[config.mk]
export PLATFORM = sky130hd
export DESIGN_NAME = decode_pipe_regs_flat
export DESIGN_NICKNAME = d
export VERILOG_FILES = /design/src/rtl/decode_pipe_regs_if.sv /design/src/rtl/decode_pipe_regs.sv /design/src/flat_wrapper.sv
export SDC_FILE = /design/constraint.sdc
export NUM_CORES = 1
export LEC_CHECK = 0
export ABC_AREA = 1
export BUFFER_PORTS_ARGS = -buffer_cell sky130_fd_sc_hd__clkbuf_2
export CAP_MARGIN = 20
export CORE_ASPECT_RATIO = 0.5
export CORE_MARGIN = 4
export CORE_UTILIZATION = 25
export CTS_BUF_LIST = sky130_fd_sc_hd__clkbuf_4
export DETAILED_ROUTE_END_ITERATION = 16
export SYNTH_ARGS = -nofsm -noshare
export SYNTH_HDL_FRONTEND = slang
export SYNTH_SLANG_ARGS = --single-unit
export TNS_END_PERCENT = 1
[constraint.sdc]
create_clock -name clk -period 0.8 [get_ports clk]
set_input_delay 0 -clock clk [delete_from_list [all_inputs] [get_ports clk]]
set_output_delay 0 -clock clk [all_outputs]
set_load 0.05 [all_outputs]
[src/rtl/decode_pipe_regs_if.sv]
// Bus bundle between the decode-side pipeline registers and their neighbours
// (fetch, decoder, hazard unit, execute). The register block uses the slave modport.
interface decode_pipe_regs_if;
    logic        StallD;
    logic        FlushD;
    logic        FlushE;
    logic [31:0] if_instr;
    logic [31:0] if_pc4;
    logic        if_valid;
    logic [31:0] id_instr;
    logic [31:0] id_pc4;
    logic        id_valid;
    logic [4:0]  id_rs;
    logic [4:0]  id_rt;
    logic [4:0]  id_rd;
    logic [31:0] id_rd1;
    logic [31:0] id_rd2;
    logic [31:0] id_imm;
    logic [8:0]  id_ctrl;
    logic [4:0]  ex_rs;
    logic [4:0]  ex_rt;
    logic [4:0]  ex_rd;
    logic [31:0] ex_rd1;
    logic [31:0] ex_rd2;
    logic [31:0] ex_imm;
    logic [31:0] ex_pc4;
    logic [8:0]  ex_ctrl;
    logic        MemToReg_EX;
    logic        ex_valid;
    logic [15:0] stall_cnt;
    logic [15:0] bubble_cnt;

    modport master (
        output StallD, FlushD, FlushE, if_instr, if_pc4, if_valid,
               id_rs, id_rt, id_rd, id_rd1, id_rd2, id_imm, id_ctrl,
        input  id_instr, id_pc4, id_valid,
               ex_rs, ex_rt, ex_rd, ex_rd1, ex_rd2, ex_imm, ex_pc4,
               ex_ctrl, MemToReg_EX, ex_valid, stall_cnt, bubble_cnt
    );

    modport slave (
        input  StallD, FlushD, FlushE, if_instr, if_pc4, if_valid,
               id_rs, id_rt, id_rd, id_rd1, id_rd2, id_imm, id_ctrl,
        output id_instr, id_pc4, id_valid,
               ex_rs, ex_rt, ex_rd, ex_rd1, ex_rd2, ex_imm, ex_pc4,
               ex_ctrl, MemToReg_EX, ex_valid, stall_cnt, bubble_cnt
    );
endinterface

[src/rtl/decode_pipe_regs.sv]
// IF/ID and ID/EX pipeline registers with stall/flush handling.
// Optional stall/bubble statistics counters enabled by `DECODE_PIPE_STATS_EN.
module decode_pipe_regs (
    input  logic               clk,
    input  logic               rst_n,
    decode_pipe_regs_if.slave  bus
);

    logic [31:0] id_instr_q, id_instr_d;
    logic [31:0] id_pc4_q,   id_pc4_d;
    logic        id_valid_q, id_valid_d;

    logic [4:0]  ex_rs_q,  ex_rs_d;
    logic [4:0]  ex_rt_q,  ex_rt_d;
    logic [4:0]  ex_rd_q,  ex_rd_d;
    logic [31:0] ex_rd1_q, ex_rd1_d;
    logic [31:0] ex_rd2_q, ex_rd2_d;
    logic [31:0] ex_imm_q, ex_imm_d;
    logic [31:0] ex_pc4_q, ex_pc4_d;
    logic [8:0]  ex_ctrl_q, ex_ctrl_d;
    logic        ex_valid_q, ex_valid_d;

    // IF/ID: hold beats flush; a flush inserts sll $0,$0,0 marked invalid.
    always_comb begin
        id_instr_d = bus.if_instr;
        id_pc4_d   = bus.if_pc4;
        id_valid_d = bus.if_valid;
        if (!bus.StallD) begin
            id_instr_d = id_instr_q;
            id_pc4_d   = id_pc4_q;
            id_valid_d = id_valid_q;
        end else if (bus.FlushD) begin
            id_instr_d = 32'd0;
            id_pc4_d   = 32'd0;
            id_valid_d = 1'b0;
        end
    end

    // ID/EX never holds; a bubble zeroes everything so it cannot write state.
    always_comb begin
        ex_rs_d    = bus.id_rs;
        ex_rt_d    = bus.id_rt;
        ex_rd_d    = bus.id_rd;
        ex_rd1_d   = bus.id_rd1;
        ex_rd2_d   = bus.id_rd2;
        ex_imm_d   = bus.id_imm;
        ex_pc4_d   = id_pc4_q;
        ex_ctrl_d  = bus.id_ctrl;
        ex_valid_d = id_valid_q;
        if (bus.FlushE) begin
            ex_rs_d    = 5'd0;
            ex_rt_d    = 5'd0;
            ex_rd_d    = 5'd0;
            ex_rd1_d   = 32'd0;
            ex_rd2_d   = 32'd0;
            ex_imm_d   = 32'd0;
            ex_pc4_d   = 32'd0;
            ex_ctrl_d  = 9'd0;
            ex_valid_d = 1'b0;
        end
    end

    always_ff @(posedge clk or negedge rst_n) begin
        if (!rst_n) begin
            id_instr_q <= 32'd0;
            id_pc4_q   <= 32'd0;
            id_valid_q <= 1'b0;
            ex_rs_q    <= 5'd0;
            ex_rt_q    <= 5'd0;
            ex_rd_q    <= 5'd0;
            ex_rd1_q   <= 32'd0;
            ex_rd2_q   <= 32'd0;
            ex_imm_q   <= 32'd0;
            ex_pc4_q   <= 32'd0;
            ex_ctrl_q  <= 9'd0;
            ex_valid_q <= 1'b0;
        end else begin
            id_instr_q <= id_instr_d;
            id_pc4_q   <= id_pc4_d;
            id_valid_q <= id_valid_d;
            ex_rs_q    <= ex_rs_d;
            ex_rt_q    <= ex_rt_d;
            ex_rd_q    <= ex_rd_d;
            ex_rd1_q   <= ex_rd1_d;
            ex_rd2_q   <= ex_rd2_d;
            ex_imm_q   <= ex_imm_d;
            ex_pc4_q   <= ex_pc4_d;
            ex_ctrl_q  <= ex_ctrl_d;
            ex_valid_q <= ex_valid_d;
        end
    end

`ifdef DECODE_PIPE_STATS_EN
    logic [15:0] stall_cnt_q, stall_cnt_d;
    logic [15:0] bubble_cnt_q, bubble_cnt_d;

    function automatic logic [15:0] sat_inc(input logic [15:0] v);
        return (v == 16'hFFFF) ? v : v + 16'd1;
    endfunction

    always_comb begin
        stall_cnt_d  = bus.StallD ? stall_cnt_q : sat_inc(stall_cnt_q);
        bubble_cnt_d = bus.FlushE ? sat_inc(bubble_cnt_q) : bubble_cnt_q;
    end

    always_ff @(posedge clk or negedge rst_n) begin
        if (!rst_n) begin
            stall_cnt_q  <= 16'd0;
            bubble_cnt_q <= 16'd0;
        end else begin
            stall_cnt_q  <= stall_cnt_d;
            bubble_cnt_q <= bubble_cnt_d;
        end
    end

    assign bus.stall_cnt  = stall_cnt_q;
    assign bus.bubble_cnt = bubble_cnt_q;
`else
    assign bus.stall_cnt  = 16'd0;
    assign bus.bubble_cnt = 16'd0;
`endif

    assign bus.id_instr    = id_instr_q;
    assign bus.id_pc4      = id_pc4_q;
    assign bus.id_valid    = id_valid_q;
    assign bus.ex_rs       = ex_rs_q;
    assign bus.ex_rt       = ex_rt_q;
    assign bus.ex_rd       = ex_rd_q;
    assign bus.ex_rd1      = ex_rd1_q;
    assign bus.ex_rd2      = ex_rd2_q;
    assign bus.ex_imm      = ex_imm_q;
    assign bus.ex_pc4      = ex_pc4_q;
    assign bus.ex_ctrl     = ex_ctrl_q;
    assign bus.MemToReg_EX = ex_ctrl_q[1];
    assign bus.ex_valid    = ex_valid_q;

endmodule

[src/flat_wrapper.sv]
// flat-port wrapper written by rule: the top's interface ports become plain ports
module decode_pipe_regs_flat 
  (clk, rst_n, bus_StallD, bus_FlushD, bus_FlushE, bus_if_instr, bus_if_pc4, bus_if_valid, bus_id_rs, bus_id_rt, bus_id_rd, bus_id_rd1, bus_id_rd2, bus_id_imm, bus_id_ctrl, bus_id_instr, bus_id_pc4, bus_id_valid, bus_ex_rs, bus_ex_rt, bus_ex_rd, bus_ex_rd1, bus_ex_rd2, bus_ex_imm, bus_ex_pc4, bus_ex_ctrl, bus_MemToReg_EX, bus_ex_valid, bus_stall_cnt, bus_bubble_cnt);
  decode_pipe_regs_if bus_i ();
  input  logic clk;
  input  logic rst_n;
  input wire logic [$bits(bus_i.StallD)-1:0] bus_StallD;
  input wire logic [$bits(bus_i.FlushD)-1:0] bus_FlushD;
  input wire logic [$bits(bus_i.FlushE)-1:0] bus_FlushE;
  input wire logic [$bits(bus_i.if_instr)-1:0] bus_if_instr;
  input wire logic [$bits(bus_i.if_pc4)-1:0] bus_if_pc4;
  input wire logic [$bits(bus_i.if_valid)-1:0] bus_if_valid;
  input wire logic [$bits(bus_i.id_rs)-1:0] bus_id_rs;
  input wire logic [$bits(bus_i.id_rt)-1:0] bus_id_rt;
  input wire logic [$bits(bus_i.id_rd)-1:0] bus_id_rd;
  input wire logic [$bits(bus_i.id_rd1)-1:0] bus_id_rd1;
  input wire logic [$bits(bus_i.id_rd2)-1:0] bus_id_rd2;
  input wire logic [$bits(bus_i.id_imm)-1:0] bus_id_imm;
  input wire logic [$bits(bus_i.id_ctrl)-1:0] bus_id_ctrl;
  output wire logic [$bits(bus_i.id_instr)-1:0] bus_id_instr;
  output wire logic [$bits(bus_i.id_pc4)-1:0] bus_id_pc4;
  output wire logic [$bits(bus_i.id_valid)-1:0] bus_id_valid;
  output wire logic [$bits(bus_i.ex_rs)-1:0] bus_ex_rs;
  output wire logic [$bits(bus_i.ex_rt)-1:0] bus_ex_rt;
  output wire logic [$bits(bus_i.ex_rd)-1:0] bus_ex_rd;
  output wire logic [$bits(bus_i.ex_rd1)-1:0] bus_ex_rd1;
  output wire logic [$bits(bus_i.ex_rd2)-1:0] bus_ex_rd2;
  output wire logic [$bits(bus_i.ex_imm)-1:0] bus_ex_imm;
  output wire logic [$bits(bus_i.ex_pc4)-1:0] bus_ex_pc4;
  output wire logic [$bits(bus_i.ex_ctrl)-1:0] bus_ex_ctrl;
  output wire logic [$bits(bus_i.MemToReg_EX)-1:0] bus_MemToReg_EX;
  output wire logic [$bits(bus_i.ex_valid)-1:0] bus_ex_valid;
  output wire logic [$bits(bus_i.stall_cnt)-1:0] bus_stall_cnt;
  output wire logic [$bits(bus_i.bubble_cnt)-1:0] bus_bubble_cnt;
  assign bus_i.StallD = bus_StallD;
  assign bus_i.FlushD = bus_FlushD;
  assign bus_i.FlushE = bus_FlushE;
  assign bus_i.if_instr = bus_if_instr;
  assign bus_i.if_pc4 = bus_if_pc4;
  assign bus_i.if_valid = bus_if_valid;
  assign bus_i.id_rs = bus_id_rs;
  assign bus_i.id_rt = bus_id_rt;
  assign bus_i.id_rd = bus_id_rd;
  assign bus_i.id_rd1 = bus_id_rd1;
  assign bus_i.id_rd2 = bus_id_rd2;
  assign bus_i.id_imm = bus_id_imm;
  assign bus_i.id_ctrl = bus_id_ctrl;
  assign bus_id_instr = bus_i.id_instr;
  assign bus_id_pc4 = bus_i.id_pc4;
  assign bus_id_valid = bus_i.id_valid;
  assign bus_ex_rs = bus_i.ex_rs;
  assign bus_ex_rt = bus_i.ex_rt;
  assign bus_ex_rd = bus_i.ex_rd;
  assign bus_ex_rd1 = bus_i.ex_rd1;
  assign bus_ex_rd2 = bus_i.ex_rd2;
  assign bus_ex_imm = bus_i.ex_imm;
  assign bus_ex_pc4 = bus_i.ex_pc4;
  assign bus_ex_ctrl = bus_i.ex_ctrl;
  assign bus_MemToReg_EX = bus_i.MemToReg_EX;
  assign bus_ex_valid = bus_i.ex_valid;
  assign bus_stall_cnt = bus_i.stall_cnt;
  assign bus_bubble_cnt = bus_i.bubble_cnt;
  decode_pipe_regs u_core (.clk(clk), .rst_n(rst_n), .bus(bus_i));
endmodule
==> results of run 1 <==
Yosys cell counts (all sizes together):
cell type	number
inv	155
nor2	153
nand3	65
nand2	130
conb	1
dfrtp	218
buf	71
logic make-up after synthesis:
kind of cell | count (synthesis)
buffers and inverters | 226
flip-flops | 218
other | 1
AND/OR/NAND/NOR | 348
per-stage QoR:
stage / utilization [%] / cell area, sq um / setup WS (ns) / TNS, ns / hold WS (ns)
2_1_floorplan: - / 8110 / -0.0470 / -4.13 / -0.296
3_3_place_gp: 34.1 / 10500 / 0.0210 / 0 / -0.0488
3_5_place_dp: 34.1 / 10500 / 0.0291 / 0 / -0.0580
==> run_results.csv, run 1 <==
group,metric,value,unit
synth,netlist_area,8000,sq um
synth,synth_top_cell_by_area,"dfrtp_1",
die,ios,441,
synth,synth-simple-area-share,17.4,%
status,lastStage,"4_1_cts",
clock_tree,cts_htree_levels,2,
synth,syn_inst,793,
die,die_w,261,microns
place,io_buffers,408,
place,routabilityCongestion,0.890,
clock_tree,cts_sinks,218,
synth,synthXorXnorAreaFrac,0,%
clock_tree,hold_buffers,343,
clock_tree,cts_max_path_buffers,3,
synth,ys_seq_elements,218,
synth,synth_top_family_by_area,"simple AND/OR/NAND/NOR gates",
clock_tree,post_cts_buffers,4,
synth,syn_area_per_cell,10.1,sq um
status,error,"[ERROR RSZ-0060] Max buffer count reached.",
clock_tree,cts-root-buf,"clkbuf_4",
synth,synth.area.mux_share,0,%
die,initial_core_util,25.9,%
synth,yosysSeqAreaShare,68.2,%
place,place_inst,1618,
synth,synth_adder_area_share,0,%
synth,synth.area.top_cells,"dfrtp_1 (68%), inv_1 (7.2%), nor2_1 (7.2%), nand2_1 (6.1%), nand3_1 (4.1%)",
clock_tree,cts_buffers,52,
synth,yosys.area.top_type_share,68.2,%
synth,synth_compound_area_share,0,%
status,status,"did not finish",
die,die_h,134,microns
clock_tree,cts-resized-gates,439,
die,row_count,45,
place,hpwl,21000,microns
synth,synth_cell_types,10,
synth,yosys_warnings,0,
==> inputs of run 2 (changes only) <==
--- a/config.mk
+++ b/config.mk
@@ -8,11 +8,10 @@
 export ABC_AREA = 1
 export BUFFER_PORTS_ARGS = -buffer_cell sky130_fd_sc_hd__clkbuf_2
 export CAP_MARGIN = 20
-export CORE_ASPECT_RATIO = 0.5
 export CORE_MARGIN = 4
-export CORE_UTILIZATION = 25
-export CTS_BUF_LIST = sky130_fd_sc_hd__clkbuf_4
+export CORE_UTILIZATION = 20
 export DETAILED_ROUTE_END_ITERATION = 16
+export PLACE_DENSITY_LB_ADDON = 0.15
 export SYNTH_ARGS = -nofsm -noshare
 export SYNTH_HDL_FRONTEND = slang
 export SYNTH_SLANG_ARGS = --single-unit
==> run_results.csv, run 2 <==
group,metric,value,unit
power,power_leakage,0.00858,uW
finish,synthToLayoutAreaGrowth,99.5,%
critical_path,cp.required,0.80,ns
critical_path,r2r_cells,3,
global_routing,grt_pass1_wl,46000,microns
clock_tree,cts_htree_levels,1,
routing,vias_per_cell,3.68,
die,die_h,208,microns
status,status,"finished, violations left",
sta,fin_skew,0.0127,ns
clock_tree,cts_buffers,26,
synth,synth_compound_area_share,0,%
synth,yosys.area.top_type_share,68.2,%
clock_tree,tritoncts,"yes",
synth,synth_cell_types,10,
min_path,worstHoldPathType,"in2async",
synth,syn_area_per_cell,10.1,sq um
clock_tree,clk_pin_slew,0.06,ns
flow_run,maxCapViolations,0,
synth,netlist_area,8000,sq um
global_routing,antenna_found_initial,0,
place,place_area,10800,sq um
finish,filler_cell_count,3789,
finish,mostFrequentLayoutCells,"dfrtp_1 (217), buf_8 (211), dlygate4sd3_1 (193), clkbuf_2 (187)",
synth,synth.area.top_cells,"dfrtp_1 (68%), inv_1 (7.2%), nor2_1 (7.2%), nand2_1 (6.1%), nand3_1 (4.1%)",
routing,final_antenna_net_count,0,
die,dieArea,43200,sq um
routing,drt_first_pass_iters,4,
sta,worst_pin_slew,0.565,ns
critical_path,cp_max_fo,2,
clock_tree,clkLatencyLatePin,0.53,ns
power,powerDensity,2000,nW/um^2
routing,wl,29900,microns
synth,yosysSeqAreaShare,68.2,%
critical_path,r2r-end,"u_core.bus.id_pc4[23]",
sta,rsz0062_at_grt,"yes",
place,routabilityCongestion,0.795,
die,ios,441,
synth,synthXorXnorAreaFrac,0,%
routing,drc_errors,0,
sta,worst_hold_slack,-0.0532,ns
sta,setup_ws,-0.352,ns
routing,wl_per_cell,15.1,microns
synth,ys_seq_elements,218,
clock_tree,cts_sinks,218,
critical_path,slowest_stage,"dfrtp_2",
sta,finalSetupViolCount,221,
synth,yosys-top-cells-count,"dfrtp_1 (218), inv_1 (154), nor2_1 (153)",
synth,syn_inst,793,
finish,final_cells,1977,
critical_path,crit_path_start,"u_core.bus.ex_ctrl[1]",
sta,max-slew-margin-rel,62.3,%
critical_path,max_stage_delay,0.44,ns
synth,synth_ff_type,"dfrtp_1",
place,hpwl,20300,microns
sta,max_freq,0.868,GHz
global_routing,grt_pass1_vias,7909,
finish,nNetsFinal,1631,
critical_path,crit_type,"reg2out",
critical_path,reg2reg_from,"u_core.bus.id_pc4[23]",
clock_tree,cts-root-buf,"clkbuf_16",
critical_path,crit_family,"flip-flops",
status,violations,"hold timing, setup timing",
global_routing,gr-usage-all-layers,13.3,%
place,place_inst,1720,
synth,synth.area.mux_share,0,%
critical_path,path_cells,"clkbuf_8",
synth,synth_top_family_by_area,"simple AND/OR/NAND/NOR gates",
finish,drive_gt1_share,34.5,%
critical_path,arrival,1.15,ns
critical_path,rrSetupSlack,0.01,ns
critical_path,path_buf_inv,1,
power,peakVddDrop,0.00149,V
sta,maxSlewViolCount,0,
sta,hold_viol,17,
sta,min_period,1.15,ns
place,io_buffers,408,
finish,diodes,0,
synth,yosys_warnings,0,
synth,yosysMostFrequentCell,"dfrtp_1",
clock_tree,cts_max_path_buffers,3,
synth,synth_edf_count,0,
global_routing,grt_max_degree,66,
die,row_count,72,
critical_path,worstSetupStartpointType,"flip-flop",
die,initial_core_util,20.5,%
synth,synth_adder_area_share,0,%
die,core_area,39100,sq um
synth,async_flop_share,100,%
finish,utilization,40.8,%
die,die_w,208,microns
routing,drt_iter0_drc,196,
sta,finalCritPeriodShare,144,%
global_routing,grt-ovfl-total,0,
critical_path,cp-end-kind,"output pin",
routing,vias,7279,
finish,stdcell_area,16000,sq um
synth,synth-simple-area-share,17.4,%
synth,synth_top_cell_by_area,"dfrtp_1",
finish,mostFrequentLayoutCell,"dfrtp_1",
-- run 2: cell counts after synthesis --
Identical to the previous run, type by type.
-- run 2: final cells by class --
| cell class | instances | area [sq um] | share of cell area, % |
|---|---|---|---|
| clock buffers | 43 | 826 | 5.18 |
| multi-input cells | 380 | 1520 | 9.51 |
| repair buffers | 660 | 6860 | 43.0 |
| well taps | 518 | 648 | 4.06 |
| inverters | 155 | 582 | 3.65 |
| flip-flops and latches | 218 | 5460 | 34.2 |
| clock inverters | 3 | 65.1 | 0.408 |
-- run 2: per-layer routing --
| metal | up-vias | share of wire [%] | GRT usage (%) |
|---|---|---|---|
| li1 | 3521 | - | - |
| met4 | 0 | 3.2 | 4.55 |
| met2 | 265 | 54 | 25.6 |
| met1 | 3437 | 37 | 14.5 |
| met5 | - | 0 | 0 |
| met3 | 56 | 6.3 | 2.73 |
-- run 2: cell families (layout without fill, tap and decap cells) --
| kind of cell | after synthesis | in the layout |
|---|---|---|
| other cells | 1 | 32 |
| buf+inv | 226 | 861 |
| flops | 218 | 218 |
| simple gates | 348 | 348 |
-- run 2: where the power goes --
group,switching [uW],total [uW],internal (uW)
logic,4330,7580,3250
clock network,4550,12200,7600
registers,557,12200,11700
total,9430,32000,22500
-- run 2: stage by stage --
step	power (uW)	hold slack, ns	TNS, ns	setup slack (ns)
global route	33400	-0.0450	-71.24	-0.395
global placement	17600	-0.0921	0	0.0581
floorplan	15800	-0.296	-4.13	-0.0470
finish	32000	-0.0532	-60.67	-0.352
CTS	32100	-0.0807	-81.42	-0.405
detailed placement	17600	-0.0980	0	0.0548
-- run 2: worst max-delay path by stage --
stage / endpoint / slack, ns / cells past startpoint
6_report: bus_MemToReg_EX / -0.35 / 1
5_1_grt: bus_id_pc4[31] / -0.40 / 1
4_1_cts: bus_MemToReg_EX / -0.41 / 1
3_5_place_dp: u_core.bus.id_pc4[12] / 0.05 / 4
3_3_place_gp: u_core.bus.id_pc4[28] / 0.06 / 4
2_1_floorplan: u_core.bus.id_pc4[0] / -0.05 / 2
-- run 2: repair_timing --
action,4_1_cts,5_1_grt
hold buffers,200,1
gates resized for setup,434,220
setup buffers,4,8
endpoints found under the hold margin,418,18
pin swaps,0,2
gates cloned,0,0
endpoints found under the setup margin,219,360
(Power assumes the default switching activity.)
